**config.mk**
```make
export PLATFORM = sky130hd
export DESIGN_NAME = decimating_averager
export DESIGN_NICKNAME = d
export VERILOG_FILES = /design/src/rtl/decimating_averager_pkg.sv /design/src/rtl/decimating_averager.sv
export SDC_FILE = /design/constraint.sdc
export NUM_CORES = 1
export LEC_CHECK = 0
export CORE_ASPECT_RATIO = 1.2
export CORE_MARGIN = 4
export CORE_UTILIZATION = 55
export DETAILED_ROUTE_END_ITERATION = 10
export DONT_BUFFER_PORTS = 1
export PLACE_DENSITY = 0.7
export SLEW_MARGIN = 5
export SYNTH_ARGS = -nofsm -noshare
export SYNTH_HDL_FRONTEND = slang
export SYNTH_SLANG_ARGS = --single-unit
```
**constraint.sdc**
```tcl
create_clock -name clk_i -period 12.1 [get_ports clk_i]
set_clock_uncertainty 0.2 [all_clocks]
set_input_delay 1.815 -clock clk_i [delete_from_list [all_inputs] [get_ports clk_i]]
set_output_delay 1.815 -clock clk_i [all_outputs]
set_load 0.005 [all_outputs]
```
**src/rtl/decimating_averager_pkg.sv**
```systemverilog
// rtl/decimating_averager_pkg.sv - shared pt_feedback constants used by the decimating averager
package decimating_averager_pkg;

    // Register-bank reset value for the decimation ratio field (log2 samples per block).
    localparam int PT_FB_DEFAULT_LOG2_DEC = 3;

endpackage : decimating_averager_pkg

```
**src/rtl/decimating_averager.sv**
```systemverilog
// rtl/decimating_averager.sv - block-average decimator, emits the mean of 2^L valid samples
//
// Ports:
//   clk_i         system clock, rising edge
//   rst_i         synchronous active-high reset
//   log2_dec_i    requested log2 decimation ratio (clamped to MAX_LOG2_DEC)
//   clear_i       synchronous restart, discards the partial block
//   data_valid_i  qualifies in_i
//   in_i          signed input sample
//   data_valid_o  one-cycle strobe, out_o holds a new mean
//   out_o         signed mean of the last completed block, held between strobes
module decimating_averager
    import decimating_averager_pkg::*;
#(
    parameter int WIDTH        = 16,
    parameter int MAX_LOG2_DEC = 7,
    parameter int LOG2_W       = 3
) (
    input  logic              clk_i,
    input  logic              rst_i,
    input  logic [LOG2_W-1:0] log2_dec_i,
    input  logic              clear_i,
    input  logic              data_valid_i,
    input  logic [WIDTH-1:0]  in_i,
    output logic              data_valid_o,
    output logic [WIDTH-1:0]  out_o
);

    // Sign-extended accumulator wide enough for 2^MAX_LOG2_DEC full-scale samples.
    localparam int ACC_W = WIDTH + MAX_LOG2_DEC;
    localparam int CNT_W = (MAX_LOG2_DEC > 0) ? MAX_LOG2_DEC : 1;
    localparam logic [LOG2_W-1:0] L_MAX = LOG2_W'(MAX_LOG2_DEC);

    logic signed [ACC_W-1:0] r_acc;
    logic [CNT_W-1:0]        r_cnt;
    logic [LOG2_W-1:0]       r_l;
    logic [WIDTH-1:0]        r_out;
    logic                    r_dv;

    logic [LOG2_W-1:0]       w_l_clamp;
    logic [LOG2_W-1:0]       w_l_eff;
    logic [CNT_W:0]          w_cnt_max;
    logic                    w_last;
    logic [CNT_W-1:0]        w_cnt_nxt;
    logic [LOG2_W-1:0]       w_l_nxt;

    logic signed [ACC_W-1:0] w_in_ext;
    logic signed [ACC_W-1:0] w_sum;
    logic signed [ACC_W-1:0] w_mean;
    logic signed [ACC_W-1:0] w_acc_nxt;
    logic [WIDTH-1:0]        w_out_nxt;
    logic                    w_dv_nxt;

    assign w_l_clamp = (log2_dec_i > L_MAX) ? L_MAX : log2_dec_i;

    // The first sample of a block uses the freshly requested ratio, so a block
    // of any length (including L=0) is sized by the ratio present at its start.
    assign w_l_eff   = (r_cnt == '0) ? w_l_clamp : r_l;
    assign w_cnt_max = ((CNT_W+1)'(1) << w_l_eff) - (CNT_W+1)'(1);
    assign w_last    = ({1'b0, r_cnt} == w_cnt_max);

    // Counter and ratio latch.
    always_comb begin
        w_cnt_nxt = r_cnt;
        w_l_nxt   = r_l;
        if (clear_i) begin
            w_cnt_nxt = '0;
        end else if (data_valid_i) begin
            if (r_cnt == '0) begin
                w_l_nxt = w_l_clamp;
            end
            w_cnt_nxt = w_last ? '0 : r_cnt + CNT_W'(1);
        end
    end

    always_ff @(posedge clk_i) begin
        if (rst_i) begin
            r_cnt <= '0;
            r_l   <= '0;
        end else begin
            r_cnt <= w_cnt_nxt;
            r_l   <= w_l_nxt;
        end
    end

    // Accumulator and output.
    assign w_in_ext = {{MAX_LOG2_DEC{in_i[WIDTH-1]}}, in_i};
    assign w_sum    = r_acc + w_in_ext;
    // Arithmetic shift floors toward -inf; the mean of WIDTH-bit samples fits in WIDTH bits.
    assign w_mean   = w_sum >>> w_l_eff;

    always_comb begin
        w_acc_nxt = r_acc;
        w_out_nxt = r_out;
        w_dv_nxt  = 1'b0;
        if (clear_i) begin
            w_acc_nxt = '0;
        end else if (data_valid_i) begin
            if (w_last) begin
                w_out_nxt = w_mean[WIDTH-1:0];
                w_dv_nxt  = 1'b1;
                w_acc_nxt = '0;
            end else begin
                w_acc_nxt = w_sum;
            end
        end
    end

    always_ff @(posedge clk_i) begin
        if (rst_i) begin
            r_acc <= '0;
            r_out <= '0;
            r_dv  <= 1'b0;
        end else begin
            r_acc <= w_acc_nxt;
            r_out <= w_out_nxt;
            r_dv  <= w_dv_nxt;
        end
    end

    assign out_o        = r_out;
    assign data_valid_o = r_dv;

endmodule : decimating_averager

```
==> impl_summary.md, run 1 <==
Status
The flow ran to the end, and the final reports show no timing, DRC or antenna violations.

Synthesis
The number of nets in the synthesized netlist is 576. The number of instances in the synthesized netlist is 527. The netlist area before placement is 4070 um^2. The register bit total from synthesis is 50. During synthesis, Yosys emitted a total of 0 warnings. For this run, the leading register cell type out of synthesis is sky130_fd_sc_hd__dfxtp_1. The fraction of registers with async set or reset after synthesis is 0%. The number of flops mapped to enable cells by yosys is 0. The number of different library cells used by synthesis comes to 66. The average instance in the mapped netlist occupies 7.72 um^2.

The sequential-to-total area share from yosys stat is 24.6%.

Clock network
The clock network latency to the later pin of the worst-skew pair is 0.32 ns. The tree is rooted in a sky130_fd_sc_hd__clkbuf_8. In this run, CTS created clock tree buffers numbering 5. The number of gates resized after CTS is 0. Once the clock tree was built, the setup fixing pass inserted 0 buffers. Clock tree synthesis found a total of 50 sinks. The clock tree synthesis step divided the H-tree into 2 levels. The clock input transition at the sequential cells of the worst setup and hold paths is 0.10 ns. The number of buffers on the longest clock path is 2. The count of hold buffers inserted by post-cts repair is 0. TritonCTS built the clock tree.

Finish
The net count of the finished layout is 556. The growth of design area from synthesis to finish is 2.49%. After filler insertion, the fill cell instance count of the layout stands at 712. The library cell used most frequently in the layout, excluding fill and tap cells, is sky130_fd_sc_hd__nand2_1. The number of diodes added for antenna fixing is 0.

The sequential cells in the finished layout cover a total of 1000 um^2. The multi-input combinational cell area is 2890 um^2. The count of cells in the finished layout, fillers not included, comes to 598.

The share of cells above drive strength 1 is 6.30%. The library cells used most frequently in the layout, excluding fill and tap cells, are 66 x sky130_fd_sc_hd__nand2_1, 50 x sky130_fd_sc_hd__dfxtp_1, 45 x sky130_fd_sc_hd__a21oi_1.

Place
The HPWL after detailed placement is 7.75 mm. In this run the tool buffered the top-level ports with 0 buffer cells. Routability-driven placement finished with a final weighted congestion of 0.924. The cell count after placement is 590.

Global routing
The number of global-route vias before repair is 3565. The maximum number of pins on one net before global-route repair is 31. The number of antenna violations at the first check in global routing was 0.

The global-route usage over all layers is 23.7%. The first global-routing pass estimated 17.2 mm of wire. The total congestion overflow after global routing is 0.

Power
In this run, the combinational gates consume 33.6% of the power. The overall power consumption is 421 uW. The reported leakage power is 0.00163 uW.

The sequential share of power is 41.2%. Across the VDD grid, the largest voltage drop is 61.1 uV. The internal power contribution is 263 uW. The portion of total power attributed to the clock network is 25.2%. The analysis attributes to net switching a power of 158 uW. The share of total power consumed by net switching is 37.6%. For this design the ratio of total power to cell area is 101 nW/um^2.

STA
Setup repair after global routing left no endpoint under its margin. For the pin with the worst max-slew slack, the measured transition is 1.10 ns. The number of hold violations in the final report is 0. For the final routed database, the setup TNS stands at 0 ns. The max-slew violation count is 0. The setup violation total in the final timing report is 0. The routed design could run at a clock period as short as 5.58 ns. The relative slew slack is 26.3%.

The worst path uses 46.1% of the clock period. Static timing analysis puts the maximum clock frequency at 0.179 GHz.

Critical path
On the worst path, the slowest cell contributes a delay of 0.90 ns. STA puts the critical path data required time at 12.14 ns. Traced cell by cell, the critical path runs through inv_1 -> nor3_1 -> or2_2 -> nor2_1 -> nand2_1 -> ha_1 -> xor2_1 -> mux2i_1 -> mux2_4 -> o32ai_2 -> o221ai_2 -> nor3_2 -> o2111ai_1 -> a31oi_1. The worst setup path is launched from a primary input. The critical path is of the primary input to register type. STA classifies the critical path endpoint as a register. The master of the slowest instance on the critical path is sky130_fd_sc_hd__nor3_2. Along the worst path, the maximum fanout reaches 21. Counting cells, the worst reg-to-reg path comes to 17.

The signal arrival time at the worst endpoint is 5.62 ns.

Route
After detailed routing, the number of remaining DRC violations is 0. The violation count after the first detailed-routing iteration is 261. The count of nets left with antenna violations once routing finished came out at 0.

The average wire per cell in the routed design is 17.1 um. The final route contains 3882 vias. After detailed routing, the total wire length is 10.3 mm. For this run, the detailed router's first-pass iteration total came to 5. Dividing the detail-routed via count by the number of cells gives 6.49.

Floorplanning
In this run the core area contains 34 standard-cell rows. 40 I/O pins were placed. The core outline area is 7230 um^2. The floorplan step defined a die boundary enclosing 8850 um^2. The horizontal die dimension is 86.5 um. Measured along the y axis, the die boundary spans 102 um. For this configuration, the core starts out at a cell density of 56.3%.

Min path
The path class of the tightest hold or removal check is register to register. Along the worst hold path, the cell count comes to 2.

Run
The total of max-cap violations is 0.
==> critical path: cells and delay by family <==
| family | cells | cell delay [ns] |
|---|---|---|
| adder cells (fa/ha/maj) | 1 | 0.36 |
| multiplexers | 2 | 0.41 |
| AO/OA/AOI/OAI | 4 | 0.82 |
| XOR/XNOR | 1 | 0.34 |
| buffers and inverters | 1 | 0.04 |
| AND/OR/NAND/NOR | 5 | 1.81 |
==> area by class of cell <==
type | count | area share (%)
Inverter | 14 | 1.26
Multi-Input combinational cell | 433 | 69.3
Clock inverter | 3 | 0.570
Sequential cell | 50 | 24.0
Timing Repair Buffer | 3 | 0.540
Tap cell | 90 | 2.70
Clock buffer | 5 | 1.65
==> per-layer routing <==
| layer | part of all wire, % | GRT usage (%) |
|---|---|---|
| met4 | 1.2 | 5.28 |
| met1 | 46 | 31.9 |
| met5 | 0 | 0 |
| met2 | 48 | 40.7 |
| met3 | 5.0 | 3.06 |
==> registers in the layout, indices dropped and copies added (netlist names) <==
register	cells
r_acc	23
r_cnt	7
out_o	16
data_valid_o	1
r_l	3
==> synth_stat cells, types with 3 or more instances <==
master,n,area (um^2)
sky130_fd_sc_hd__nand2_1,66,248
sky130_fd_sc_hd__dfxtp_1,50,1000
sky130_fd_sc_hd__a21oi_1,45,225
sky130_fd_sc_hd__nor2_1,42,158
sky130_fd_sc_hd__ha_1,25,313
sky130_fd_sc_hd__clkbuf_1,22,82.6
sky130_fd_sc_hd__o21ai_0,20,100
sky130_fd_sc_hd__a211oi_1,18,135
sky130_fd_sc_hd__nand3_1,16,80.1
sky130_fd_sc_hd__inv_1,14,52.6
sky130_fd_sc_hd__mux2i_1,14,140
sky130_fd_sc_hd__nor3_1,14,70.1
sky130_fd_sc_hd__o21ai_1,13,65.1
sky130_fd_sc_hd__xnor2_1,13,114
sky130_fd_sc_hd__a22o_1,12,105
sky130_fd_sc_hd__o211ai_1,11,82.6
sky130_fd_sc_hd__xor2_1,11,96.3
sky130_fd_sc_hd__a21o_1,9,67.6
sky130_fd_sc_hd__nor2b_1,7,43.8
sky130_fd_sc_hd__a31oi_1,6,37.5
sky130_fd_sc_hd__buf_2,6,30.0
sky130_fd_sc_hd__nand4_1,6,37.5
sky130_fd_sc_hd__nand2b_1,5,31.3
sky130_fd_sc_hd__o21a_1,5,37.5
sky130_fd_sc_hd__a311oi_1,4,35.0
sky130_fd_sc_hd__and3_1,4,25.0
sky130_fd_sc_hd__nor4_1,4,25.0
sky130_fd_sc_hd__o22ai_1,4,25.0
sky130_fd_sc_hd__o31ai_1,4,30.0
sky130_fd_sc_hd__a2111oi_0,3,26.3
sky130_fd_sc_hd__and2_1,3,18.8
sky130_fd_sc_hd__o21bai_1,3,22.5
sky130_fd_sc_hd__or3_1,3,18.8
==> per-stage QoR <==
stage	area, um^2	util [%]	hold slack, ns	setup slack [ns]
2_1_floorplan	4070	-	0.229	6.63
3_3_place_gp	4080	56.4	0.242	6.26
3_5_place_dp	4080	56.4	0.248	6.17
4_1_cts	4170	57.7	0.261	6.51
5_1_grt	4170	57.7	0.286	6.12
6_report	4170	57.7	0.255	6.52
==> worst paths after layout <==
path | from | end | slack, ns
max | log2_dec_i[1] | out_o[12] | 6.52
min | r_acc[14] | r_acc[14] | 0.26
max reg2reg | r_cnt[0] | out_o[12] | 6.95
min reg2reg | r_acc[14] | r_acc[14] | 0.26
==> power groups by stage <==
stage	logic [uW]	clock network [uW]	registers [uW]
after floorplan	112	0	176
after global placement	136	0	177
after detailed placement	138	0	177
after CTS	139	110	173
after global routing	157	115	174
final	142	106	173
==> cell families after synthesis <==
logic type                 synth area share (%)
AOI/OAI and AO/OA                          30.7
and+or+nand+nor                            21.5
muxes                                      5.19
adders and majority gates                  8.18
xor gates and xnor gates                   5.16
buffers and inverters                      4.61
DFF                                        24.6
(Power assumes the default switching activity.)
==> run 2, diff against run 1 <==
==> constraint.sdc (replaced) <==
create_clock -name clk_i -period 5.22 [get_ports clk_i]
set_clock_uncertainty 0.2 [all_clocks]
set_input_delay 0.783 -clock clk_i [delete_from_list [all_inputs] [get_ports clk_i]]
set_output_delay 0.783 -clock clk_i [all_outputs]
set_load 0.005 [all_outputs]
==> run 2 against run 1 <==
Net effect: core utilization rose by 0.28 points; critical path type is now register to register; critical path depth is 1 lower; clock-buffer cell count is the same; global-route usage rose by 0.32 points; critical endpoint is now out_o[14]; power rose by 130%; hold slack better by 0.0027 ns; non-clock buffer count rose by 2; register-to-register slack got worse by 6.5 ns; via count is 1.2% lower; die area stayed put; largest power group unchanged.
==> impl_summary.md, run 2 (same netlist as run 1, synthesis figures left out) <==
STA
The tightest hold path in the finished design has a slack of 0.258 ns. The setup violation total in the final timing report is 0. The number of hold violations in the final report is 0. The final critical-path share of the clock period is 91.8%. The summed negative setup slack over all endpoints is 0 ns. Setup repair after global routing left no endpoint under its margin.

The max-slew violation count was 0. The shortest period the worst path allows is 4.79 ns. The pin slew with the least headroom to its limit is 0.986 ns. The timing-limited maximum frequency is 0.209 GHz. The relative slew slack is 33.9%.

Clock network
Clock latency on the worst-skew pair, taken at its later pin, is 0.32 ns. For this design, the sink count on the clock tree is 50. After clock tree synthesis, the flow added hold-fix buffers numbering 0. The TritonCTS clock tree is built. The number of gates resized after CTS is 0. In this run, CTS created clock tree buffers numbering 5. The number of buffers inserted by post-CTS setup repair is 0.

The clock input transition at the sequential cells of the worst setup and hold paths is 0.11 ns. The deepest level of the CTS H-tree is 2. The CTS root buffer is sky130_fd_sc_hd__clkbuf_8. The number of buffers on the longest clock path is 2.

Status
The flow ran to the end, and the final reports show no timing, DRC or antenna violations.

Place
The cell count after placement is 592. At the end of routability-driven placement, the weighted congestion stood at 0.900. The HPWL after detailed placement is 7.90 mm. Input and output buffers added on the ports amount to 0.

Route
The first routing iteration left 322 violations. The amount of wire on met2 after detailed routing is 4.90 mm. The routed design has 10.5 mm of wire. Before antenna repair, the detailed router went through 5 iterations. The met3 wire length is 540 um.

The residual DRC count is 0. The count of nets left with antenna violations once routing finished came out at 0. The uppermost metal layer occupied by signal nets is met4. After detailed routing, the wire length on met1 is 4.95 mm. The final route contains 3836 vias. In the routed layout, each cell is associated on average with a via count of 6.39.

After detailed routing, the average wire length per cell comes to 17.5 um.

Finish
In the final design database the tool counted 558 nets. In the final layout, the share of cells above drive strength 1 is 6.67%. The register with the most flip-flops in the final layout is r_acc. Compared with the post-synthesis result, the final layout area differs by 2.98%. Leaving out filler cells and counting taps, the final layout contains 600. Leaving out fill and tap cells, the most frequent cells in the layout are 66 x sky130_fd_sc_hd__nand2_1, 50 x sky130_fd_sc_hd__dfxtp_1, 45 x sky130_fd_sc_hd__a21oi_1. Leaving out fill and tap cells, the most frequent cell in the layout is sky130_fd_sc_hd__nand2_1.

The repair_antennas step left the layout with diodes totalling 0. The number of fill cells is 701. The register with the most flip-flops in the layout has 23 of them.

Floorplanning
From left edge to right edge, the die measures 86.5 um. In this run the count of I/O pins placed on the die edge is 40. The region available for standard cell placement spans 7230 um^2. The floorplan step set the die height to 102 um. The overall die area is 8850 um^2. The floorplan row count is 34. Once the floorplan was initialized, standard cells occupied 56.3% of the core.

Global routing
The first global-routing pass estimated 17.3 mm of wire. The maximum number of pins on one net before global-route repair is 29. The global-route usage over all layers is 24.1%. The number of antenna violations at the first check in global routing is 0. The number of global-route vias before repair is 3474.

The total congestion overflow after global routing is 0.

Critical path
The signal arrival time at the worst endpoint is 4.80 ns. The worst setup path is launched from a register. In this run the worst path has a maximum fanout of 17. The largest stage delay on the critical path is 0.61 ns. The worst setup path is captured at a register. The critical path goes through or4_4 -> o21ai_2 -> and2_1 -> nand3_1 -> ha_1 -> xor2_1 -> mux2i_1 -> mux2_4 -> o32ai_2 -> o221ai_2 -> or3_4 -> a2111oi_0 -> nor3_1.

The type of the worst setup path is register to register. The master of the slowest instance on the critical path is sky130_fd_sc_hd__and2_1. For the worst setup path, the data required time is 5.23 ns.

Run
Max-cap violations in this run came to 0.

Power
The power density of the placed cells is 235 nW/um^2. In this run the static leakage power is 0.00165 uW. The maximum resistive drop on vdd is 105 uV.

Min path
The path class of the lowest-slack min-delay path is register to register.
-- run 2: worst max-delay path: cells and delay by family (launching register included) --
| kind | cells | cell delay (ns) |
|---|---|---|
| muxes | 2 | 0.41 |
| and+or+nand+nor | 5 | 1.92 |
| AOI/OAI and AO/OA | 4 | 1.04 |
| adders and majority gates | 1 | 0.37 |
| DFF | 1 | 0.40 |
| xor gates and xnor gates | 1 | 0.36 |
-- run 2: final timing paths --
path,cells after the start,to,startpoint,slack (ns)
worst max-delay path,13,out_o[14],r_cnt[2],0.43
worst min-delay path,2,r_acc[5],r_acc[5],0.26
worst max register to register,13,out_o[14],r_cnt[2],0.43
worst min register to register,2,r_acc[5],r_acc[5],0.26
-- run 2: layout make-up --
class / count / area (um^2) / share of cell area (%)
Multi-Input combinational cell: 433 / 2890 / 69.0
Timing Repair Buffer: 5 / 37.5 / 0.896
Inverter: 14 / 52.6 / 1.25
Clock buffer: 5 / 68.8 / 1.64
Clock inverter: 3 / 28.8 / 0.687
Tap cell: 90 / 113 / 2.69
Sequential cell: 50 / 1000 / 23.9
-- run 2: per-stage QoR --
stage / utilization, % / area, um^2 / setup slack (ns) / total power [uW]
floorplan: - / 4070 / 0.691 / 668
CTS: 58.0 / 4190 / 0.448 / 986
detailed placement: 56.6 / 4090 / 0.482 / 734
finish: 58.0 / 4190 / 0.428 / 987
global placement: 56.6 / 4090 / 0.598 / 729
global route: 58.0 / 4190 / 0.0166 / 1040
-- run 2: power by group --
part           switching [uW]  internal (uW)  total (uW)
clock                     155           99.8         255
sequential               9.97            393         403
combinational             209            121         329
total                     374            613         987
-- run 2: metal layers --
| layer | vias up | GRT usage (%) |
|---|---|---|
| li1 | 1932 | - |
| met1 | 1782 | 33.2 |
| met2 | 110 | 39.8 |
| met3 | 12 | 3.39 |
| met4 | 0 | 5.64 |
| met5 | - | 0 |
